$ cat src/rtl/hazard_scoreboard_pkg.sv
// Shared types for the hazard scoreboard: the per-stage writer record and
// the forward-select encoding for "read from the register file".
package hazard_scoreboard_pkg;

  // Register index storage is wide enough for any sane NREGS. Narrower
  // indices are zero-extended, so the stored value still compares exactly.
  localparam int RW_MAX = 16;
  localparam int FWD_RF = 0;

  typedef logic [RW_MAX-1:0] regbits_t;

  typedef struct packed {
    logic     valid;
    regbits_t rd;
    logic     is_load;
  } sb_entry_t;

endpackage

$ cat src/rtl/hazard_scoreboard_if.sv
// Decode-side bundle between the pipeline and the hazard scoreboard.
// The master modport is the pipeline side; the slave modport is the scoreboard.
interface hazard_scoreboard_if #(
    parameter int NREGS = 32,
    parameter int DEPTH = 3,
    parameter int CNT_W = 32
);
    localparam int RW = $clog2(NREGS);
    localparam int FW = $clog2(DEPTH + 1);

    // advance is the only handshake: the scoreboard commits one shift per
    // cycle in which advance is high; stall and fwd are combinational and
    // valid in the same cycle as the decode fields, with no ready feedback.
    logic              advance;
    logic              flush;
    logic              id_valid;
    logic [RW-1:0]     id_rs1;
    logic [RW-1:0]     id_rs2;
    logic              id_rs1_used;
    logic              id_rs2_used;
    logic [RW-1:0]     id_rd;
    logic              id_regwr;
    logic              id_is_load;

    logic              stall;
    logic [FW-1:0]     fwd1;
    logic [FW-1:0]     fwd2;
    logic [DEPTH-1:0]  sb_valid;
    logic [CNT_W-1:0]  stall_cnt;

    modport master (
        output advance, flush, id_valid, id_rs1, id_rs2, id_rs1_used,
               id_rs2_used, id_rd, id_regwr, id_is_load,
        input  stall, fwd1, fwd2, sb_valid, stall_cnt
    );

    modport slave (
        input  advance, flush, id_valid, id_rs1, id_rs2, id_rs1_used,
               id_rs2_used, id_rd, id_regwr, id_is_load,
        output stall, fwd1, fwd2, sb_valid, stall_cnt
    );

endinterface

$ cat src/rtl/hazard_scoreboard_operand_match.sv
// Scans the scoreboard for one source operand and reports whether its value
// is available yet and which result bus (if any) should feed it.
module hazard_scoreboard_operand_match
    import hazard_scoreboard_pkg::*;
#(
    parameter int DEPTH      = 3,
    parameter int LOAD_READY = 1,
    parameter int RW         = 5,
    parameter int FW         = 2
) (
    input  sb_entry_t [DEPTH-1:0] entries_i,
    input  logic                  id_valid_i,
    input  logic                  used_i,
    input  logic [RW-1:0]         rs_i,
    output logic                  ready_o,
    output logic [FW-1:0]         fwd_o
);

    // Walking from oldest to youngest lets the youngest writer override.
    always_comb begin
        ready_o = 1'b1;
        fwd_o   = FW'(FWD_RF);
        if (id_valid_i && used_i && (rs_i != '0)) begin
            for (int i = DEPTH - 1; i >= 0; i--) begin
                if (entries_i[i].valid && (entries_i[i].rd == regbits_t'(rs_i))) begin
                    if (entries_i[i].is_load && (i < LOAD_READY)) begin
                        ready_o = 1'b0;
                        fwd_o   = FW'(FWD_RF);
                    end else begin
                        ready_o = 1'b1;
                        fwd_o   = FW'(i + 1);
                    end
                end
            end
        end
    end

endmodule

$ cat src/rtl/hazard_scoreboard.sv
// Hazard and forwarding controller: shift scoreboard of in-flight writers,
// decode stall, per-operand forward selects, flush bubbles and stall counter.
module hazard_scoreboard
    import hazard_scoreboard_pkg::*;
#(
    parameter int NREGS       = 32,
    parameter int DEPTH       = 3,
    parameter int LOAD_READY  = 1,
    parameter int FLUSH_DEPTH = 2,
    parameter int CNT_W       = 32
) (
    input  logic                 CLK,
    input  logic                 RST,
    hazard_scoreboard_if.slave   bus
);

    localparam int RW = $clog2(NREGS);
    localparam int FW = $clog2(DEPTH + 1);

    sb_entry_t [DEPTH-1:0] entry_q, entry_d;
    logic [CNT_W-1:0]      cnt_q, cnt_d;

    logic          rdy1, rdy2;
    logic [FW-1:0] fwd1, fwd2;
    logic          stall;
    logic          alloc;

    hazard_scoreboard_operand_match #(
        .DEPTH(DEPTH), .LOAD_READY(LOAD_READY), .RW(RW), .FW(FW)
    ) u_match_rs1 (
        .entries_i  (entry_q),
        .id_valid_i (bus.id_valid),
        .used_i     (bus.id_rs1_used),
        .rs_i       (bus.id_rs1),
        .ready_o    (rdy1),
        .fwd_o      (fwd1)
    );

    hazard_scoreboard_operand_match #(
        .DEPTH(DEPTH), .LOAD_READY(LOAD_READY), .RW(RW), .FW(FW)
    ) u_match_rs2 (
        .entries_i  (entry_q),
        .id_valid_i (bus.id_valid),
        .used_i     (bus.id_rs2_used),
        .rs_i       (bus.id_rs2),
        .ready_o    (rdy2),
        .fwd_o      (fwd2)
    );

    // A taken branch squashes decode, so a flush overrides any hazard.
    assign stall = bus.id_valid & ~bus.flush & (~rdy1 | ~rdy2);
    assign alloc = bus.id_valid & bus.id_regwr & (bus.id_rd != '0) & ~stall & ~bus.flush;

    always_comb begin
        entry_d = entry_q;
        cnt_d   = cnt_q;
        if (bus.advance) begin
            for (int i = DEPTH - 1; i >= 1; i--) begin
                entry_d[i] = entry_q[i - 1];
            end
            entry_d[0].valid   = alloc;
            entry_d[0].rd      = regbits_t'(bus.id_rd);
            entry_d[0].is_load = bus.id_is_load;
            if (bus.flush) begin
                for (int i = 0; i < FLUSH_DEPTH; i++) begin
                    entry_d[i].valid = 1'b0;
                end
            end
            if (stall && (cnt_q != '1)) begin
                cnt_d = cnt_q + CNT_W'(1);
            end
        end
    end

    always_ff @(posedge CLK) begin
        if (RST) begin
            entry_q <= '0;
            cnt_q   <= '0;
        end else begin
            entry_q <= entry_d;
            cnt_q   <= cnt_d;
        end
    end

    always_comb begin
        for (int i = 0; i < DEPTH; i++) begin
            bus.sb_valid[i] = entry_q[i].valid;
        end
    end

    assign bus.stall     = stall;
    assign bus.fwd1      = fwd1;
    assign bus.fwd2      = fwd2;
    assign bus.stall_cnt = cnt_q;

endmodule

$ cat src/flat_wrapper.sv
// flat-port wrapper written by rule: the top's interface ports become plain ports
module hazard_scoreboard_flat import hazard_scoreboard_pkg::*;
#(
    parameter int NREGS       = 32,
    parameter int DEPTH       = 3,
    parameter int LOAD_READY  = 1,
    parameter int FLUSH_DEPTH = 2,
    parameter int CNT_W       = 32
)
  (CLK, RST, bus_advance, bus_flush, bus_id_valid, bus_id_rs1, bus_id_rs2, bus_id_rs1_used, bus_id_rs2_used, bus_id_rd, bus_id_regwr, bus_id_is_load, bus_stall, bus_fwd1, bus_fwd2, bus_sb_valid, bus_stall_cnt);
  hazard_scoreboard_if #(.NREGS(NREGS), .DEPTH(DEPTH), .CNT_W(CNT_W)) bus_i ();
  input  logic CLK;
  input  logic RST;
  input wire logic [$bits(bus_i.advance)-1:0] bus_advance;
  input wire logic [$bits(bus_i.flush)-1:0] bus_flush;
  input wire logic [$bits(bus_i.id_valid)-1:0] bus_id_valid;
  input wire logic [$bits(bus_i.id_rs1)-1:0] bus_id_rs1;
  input wire logic [$bits(bus_i.id_rs2)-1:0] bus_id_rs2;
  input wire logic [$bits(bus_i.id_rs1_used)-1:0] bus_id_rs1_used;
  input wire logic [$bits(bus_i.id_rs2_used)-1:0] bus_id_rs2_used;
  input wire logic [$bits(bus_i.id_rd)-1:0] bus_id_rd;
  input wire logic [$bits(bus_i.id_regwr)-1:0] bus_id_regwr;
  input wire logic [$bits(bus_i.id_is_load)-1:0] bus_id_is_load;
  output wire logic [$bits(bus_i.stall)-1:0] bus_stall;
  output wire logic [$bits(bus_i.fwd1)-1:0] bus_fwd1;
  output wire logic [$bits(bus_i.fwd2)-1:0] bus_fwd2;
  output wire logic [$bits(bus_i.sb_valid)-1:0] bus_sb_valid;
  output wire logic [$bits(bus_i.stall_cnt)-1:0] bus_stall_cnt;
  assign bus_i.advance = bus_advance;
  assign bus_i.flush = bus_flush;
  assign bus_i.id_valid = bus_id_valid;
  assign bus_i.id_rs1 = bus_id_rs1;
  assign bus_i.id_rs2 = bus_id_rs2;
  assign bus_i.id_rs1_used = bus_id_rs1_used;
  assign bus_i.id_rs2_used = bus_id_rs2_used;
  assign bus_i.id_rd = bus_id_rd;
  assign bus_i.id_regwr = bus_id_regwr;
  assign bus_i.id_is_load = bus_id_is_load;
  assign bus_stall = bus_i.stall;
  assign bus_fwd1 = bus_i.fwd1;
  assign bus_fwd2 = bus_i.fwd2;
  assign bus_sb_valid = bus_i.sb_valid;
  assign bus_stall_cnt = bus_i.stall_cnt;
  hazard_scoreboard #(.NREGS(NREGS), .DEPTH(DEPTH), .LOAD_READY(LOAD_READY), .FLUSH_DEPTH(FLUSH_DEPTH), .CNT_W(CNT_W)) u_core (.CLK(CLK), .RST(RST), .bus(bus_i));
endmodule
$ cat config.mk
export PLATFORM = sky130hd
export DESIGN_NAME = hazard_scoreboard_flat
export DESIGN_NICKNAME = d
export VERILOG_FILES = /design/src/rtl/hazard_scoreboard_pkg.sv /design/src/rtl/hazard_scoreboard_if.sv /design/src/rtl/hazard_scoreboard_operand_match.sv /design/src/rtl/hazard_scoreboard.sv /design/src/flat_wrapper.sv
export SDC_FILE = /design/constraint.sdc
export NUM_CORES = 1
export LEC_CHECK = 0
export ABC_AREA = 1
export ABC_CLOCK_PERIOD_IN_PS = 1950
export CAP_MARGIN = 30
export CORE_ASPECT_RATIO = 0.8
export CORE_UTILIZATION = 52
export DETAILED_ROUTE_END_ITERATION = 8
export PLACE_DENSITY = 0.76
export SLEW_MARGIN = 20
export SYNTH_ARGS = -nofsm -noshare
export SYNTH_HDL_FRONTEND = slang
export SYNTH_SLANG_ARGS = --single-unit
$ cat constraint.sdc
create_clock -name CLK -period 1.95 [get_ports CLK]
set_input_delay 0.2925 -clock CLK [delete_from_list [all_inputs] [get_ports CLK]]
set_output_delay 0.2925 -clock CLK [all_outputs]
set_load 0.01 [all_outputs]
Word-level counts from Yosys, hierarchy flattened
Cells that the tools add are included.
- register bits after elaboration: 51
- output and inout port bits: 40
- word-level logic and storage cells: 58
- add/subtract/negate cells: 1
- equal/unequal tests: 7
- mux-type cells: 16
- bitwise operators: 11
- reduce and logical (&&, ||, !) cells: 15
- operator list (operator ; number):
    $add 32x1->32 const B ; 1
    $ne 32x32->1 const B ; 1
    $eq 5x5->1 ; 6
    $mux 2 ; 8
    $reduce_bool 5->1 ; 3
    $logic_and 1x1->1 ; 11
    $mux 1 ; 8
    $and 1x1->1 ; 6
    $not 1->1 ; 4
    $reduce_and 2->1 ; 1
    $or 1x1->1 ; 1

Depth between registers and ports, before layout
- depth in word-level cells: 11
- mapped depth: 12
- depth with buffers taken out: 12

Modules after synthesis
From an unflattened synthesis, not the netlist that was laid out.
- cells, all modules: 682
- area total of the unflattened synthesis: 3818.7 um^2
- modules (own cells, without submodules) (module ; times used ; cells an instance ; area an instance (um^2) ; seq. area each (um^2)):
    hazard_scoreboard ; 1 ; 446 ; 2832.7 ; 1061.0
    hazard_scoreboard_operand_match ; 2 ; 118 ; 493.0 ; 0.0

Least setup slack after synthesis
No wires, ideal clock.
- path kind: register -> register
- start: reg u_core.cnt_q[0], in the netlist u_core.bus.stall_cnt[0]
- end: reg u_core.cnt_q[28], in the netlist u_core.bus.stall_cnt[28]
- setup time: 0.116 ns
- data arrival time: 1.634 ns
- path slack: 0.200 ns
- stages on the path, launching flop included: 12
- clock period less this slack: 1.750 ns
- cells stage by stage: dfxtp_1 ha_1 nand2_1 nor2_2 inv_1 nor3_1 nand3_2 nand3_4 buf_6 nor2_1 nor2_1 nor2_1
- longest elaborated chain between the ends: 3
- RTL lines (element ; RTL line ; RTL):
    from (decl) ; hazard_scoreboard.sv:21 ; logic [CNT_W-1:0] cnt_q, cnt_d;
    from (signal assigned) ; hazard_scoreboard.sv:81 ; cnt_q <= cnt_d;
    parallel branches: the longest is 3 deep, another holds $add 32x1->32 ; -- ;
Several ways; the timed one is not identified.
A chain may end at the register's enable or synchronous reset.

Worst setup path in the final report
- start: reg u_core.entry_q[40] (netlist bit)
- end: out bus_fwd2[0]
- longest elaborated chain between the ends: 6
- RTL lines (element ; RTL line ; RTL):
    from (decl) ; hazard_scoreboard.sv:20 ; sb_entry_t [DEPTH-1:0] entry_q, entry_d;
    from (signal assigned) ; hazard_scoreboard.sv:80 ; entry_q <= entry_d;
    $eq 5x5->1 ; hazard_scoreboard_operand_match.sv:25 ; if (entries_i[i].valid && (entries_i[i].rd == regbits_t'(rs_i))) begin
    $logic_and 1x1->1 ; hazard_scoreboard_operand_match.sv:25 ;
    $mux 2 (3 in series) ; hazard_scoreboard_operand_match.sv:25 ;
    $mux 2 ; hazard_scoreboard_operand_match.sv:23 ; if (id_valid_i && used_i && (rs_i != '0)) begin
    to (decl) ; flat_wrapper.sv:26 ; output wire logic [$bits(bus_i.fwd2)-1:0] bus_fwd2;
Every way passes these cells.

==> impl_metrics.ini <==
[detailed_routing]
wl_per_cell_um = 14.0
via_count = 3876
drcViolationCount = 0
drtAntennaViolNets = 0
drt_iter0_drc = 349
viasPerCell = 5.39
firstDrtPassIters = 5
routed_wl_um = 10000

[floorplan]
fp.dieH_um = 73
die_x_um = 90.8
core_area_mm2 = 0.00601
dieArea_mm2 = 0.00663
initial_core_util = 0.546
num_rows = 25
io_pins = 64

[setup_path]
regToRegStartpoint = u_core.bus.stall_cnt[1]
r2r_slack_ps = 120
crit_fanout = 2
worstPathArrival_ps = 1600
crit_path_frequent_cell = a21oi_2
rr_endpoint = u_core.bus.stall_cnt[20]
worstRegToRegCells = 10
cp-end-kind = output port
worst_ep_required_time_ps = 1660
critPathMaxStageDelay_ps = 370
critical_path.slowest_cell = dfxtp_2
start_kind = register
path_cells = buf_6 > inv_2 > a21oi_2 > o2111ai_1 > nor4_2 > nand2_1 > a21oi_2 > buf_2
critPathKind = reg -> out

[outcome]
status = complete, no violations

[synthesis]
yosys_warnings = 0
seq_area_frac_synth = 0.312
synth_edf_count = 0
async_flop_share = 0
postSynthAreaPerCell_um2 = 6.14
yosys.area.top_type = dfxtp_1
synth_nets = 559
synth_ff_type = dfxtp_1
syn_area_mm2 = 0.00328
ys_types = 32
synthCells = 534
synthTopCellsByArea = dfxtp_1 31%, nand2_1 13%, inv_1 11%
synth_top_area_share = 0.312
synth-seq-cells = 51

[power]
power.total_mw = 2.12
pwr-share-seq = 0.515
p_leak_nw = 1.91
clockPowerShare = 0.341
p_comb_frac = 0.143
p_switching_mw = 0.543
p_sw_frac = 0.257
power.density_mw_per_mm2 = 464
power.internal_mw = 1.57
max-vdd-ir-drop_mv = 0.346

[hold_path]
whs_path_depth = 2
hold_end = u_core.bus.stall_cnt[5]
hp-class = reg -> reg
worstHoldStart = u_core.bus.stall_cnt[5]

[timing]
slew_violations = 0
fin_crit_sh = 0.971
worst_pin_slew_ps = 477
fmax_mhz = 528
max-slew-margin-rel = 0.679
finalHoldViolCount = 0
grt_setup_unrepaired = yes
finalSetupViolations = 0
finalClockSkew_ps = 6.77
period_needed_ps = 1890

[clocking]
clock_path_buffers = 2
postCtsHoldBufs = 0
clock-sinks = 51
cts_tree = yes
clk-insertion-delay-late_ps = 300
cts_root_buffer = clkbuf_8
cts_max_level = 2
clk_pin_slew_worst_paths_ps = 90
cts_buffers = 5

[finish]
finalNonFillerCells = 719
final_area_mm2 = 0.00456
nets = 663
layout-drive-gt1-share = 0.201
syn_to_final_growth_pct = 39.3
antenna_cells = 0

[placed_design]
placed_area_mm2 = 0.00424
dp.final_hpwl_um = 7400
place.gp.congestion = 0.985
portBuffers = 63
dp.cells = 705

[global_routing]
grt_max_degree = 28
overflow = 0
grt_pass1_wl_um = 15800
grt_pass1_vias = 3281
grt_usage = 0.299
antenna_found_initial = 0

[job]
drv_cap = 0
placed cells by master, fill, tap and decap left out, drive strengths merged:
cell and count:
clkinv 1, o21ai 46, o2111ai 2, o21bai 2
nor2 82, clkdlybuf4s50 48, ha 1, a21oi 30
nor4 3, and3 1, clkdlybuf4s15 1, inv 101
dfxtp 51, nand2 111, nor3 18, o22ai 5
xor2 7, clkbuf 6, a221oi 2, buf 56
nand3 23, bufinv 1, dlygate4sd2 9, nand4 31
area by class of cell:
type                            count  area, µm²
Clock inverter                      1       30.0
Multi-Input combinational cell    364       1940
Fill cell                         509       1440
Inverter                          102        383
Tap cell                           81        101
Clock buffer                        6       72.6
Timing Repair Buffer              114       1000
Sequential cell                    51       1030
kinds of logic (layout without fill, tap and decap cells):
| family | after synthesis | in the layout | share of synthesized area |
|---|---|---|---|
| compound gates | 87 | 87 | 0.147 |
| xor+xnor | 7 | 7 | 0.0187 |
| fa+ha+maj | 1 | 1 | 0.00382 |
| buf+inv | 121 | 223 | 0.152 |
| flops | 51 | 51 | 0.312 |
| simple gates | 267 | 269 | 0.368 |
routing by layer:
layer	up-vias	GRT usage	wire (µm)
met5	-	0	0
met4	0	0.0735	119
met3	13	0.0583	826
met2	173	0.444	4280
met1	1776	0.442	4820
li1	1914	-	-
worst max-delay path, delay by kind of cell (launching register included):
family / cells / cell delay, ps
simple gates: 2 / 300
buf+inv: 3 / 280
compound gates: 3 / 340
flops: 1 / 370
flip-flops by register name (all words and copies together), names as in the netlist:
name                  flops
u_core.bus.sb_valid       3
u_core.bus.stall_cnt     32
u_core.entry_q           16
cell usage after synthesis (5+ instances only):
cell type,n
clkbuf_1,10
dfxtp_1,51
nand3_1,19
nor3_1,14
xor2_1,7
nand4_1,28
o21ai_0,36
nand2_1,110
a21oi_1,29
o21ai_1,8
inv_1,95
nor2_1,79
o22ai_1,5
buf_4,5
inv_2,6
worst max path at each step:
stage                                  startpoint                  endpoint  slack [ps]  cells after the start
after global placement              bus_id_rs1[3]               bus_fwd1[0]        -560                      8
after global routing           u_core.entry_q[19]               bus_fwd1[0]         -40                      6
after CTS                      u_core.entry_q[40]               bus_fwd1[0]        -110                      7
final                          u_core.entry_q[40]               bus_fwd2[0]          60                      8
after floorplan           u_core.bus.stall_cnt[0]  u_core.bus.stall_cnt[28]         200                     11
after detailed placement            bus_id_rs1[3]               bus_fwd1[0]        -640                      8
power groups by stage:
| stage | Clock [mW] | Sequential, mW | Combinational [mW] |
|---|---|---|---|
| finish | 0.722 | 1.09 | 0.303 |
| global route | 0.774 | 1.09 | 0.332 |
| CTS | 0.734 | 1.09 | 0.280 |
| detailed placement | 0 | 1.11 | 0.278 |
| global placement | 0 | 1.11 | 0.274 |
| floorplan | 0 | 1.10 | 0.135 |
through the flow:
stage               utilization  setup WS [ps]  hold slack [ps]  TNS [ps]
floorplan                     -            200              362         0
global placement          0.706           -557              471    -11560
detailed placement        0.706           -640              484    -12920
CTS                       0.725           -111              497      -141
global route              0.760          -37.2              538     -56.4
finish                    0.760           56.0              503         0
what timing repair did:
action,in CTS,in global routing
gates resized for setup,40,50
setup buffers,1,4
setup endpoints to repair,16,34
cloned,0,2
pin swaps,6,14
Power figures use the tool's default switching activity.
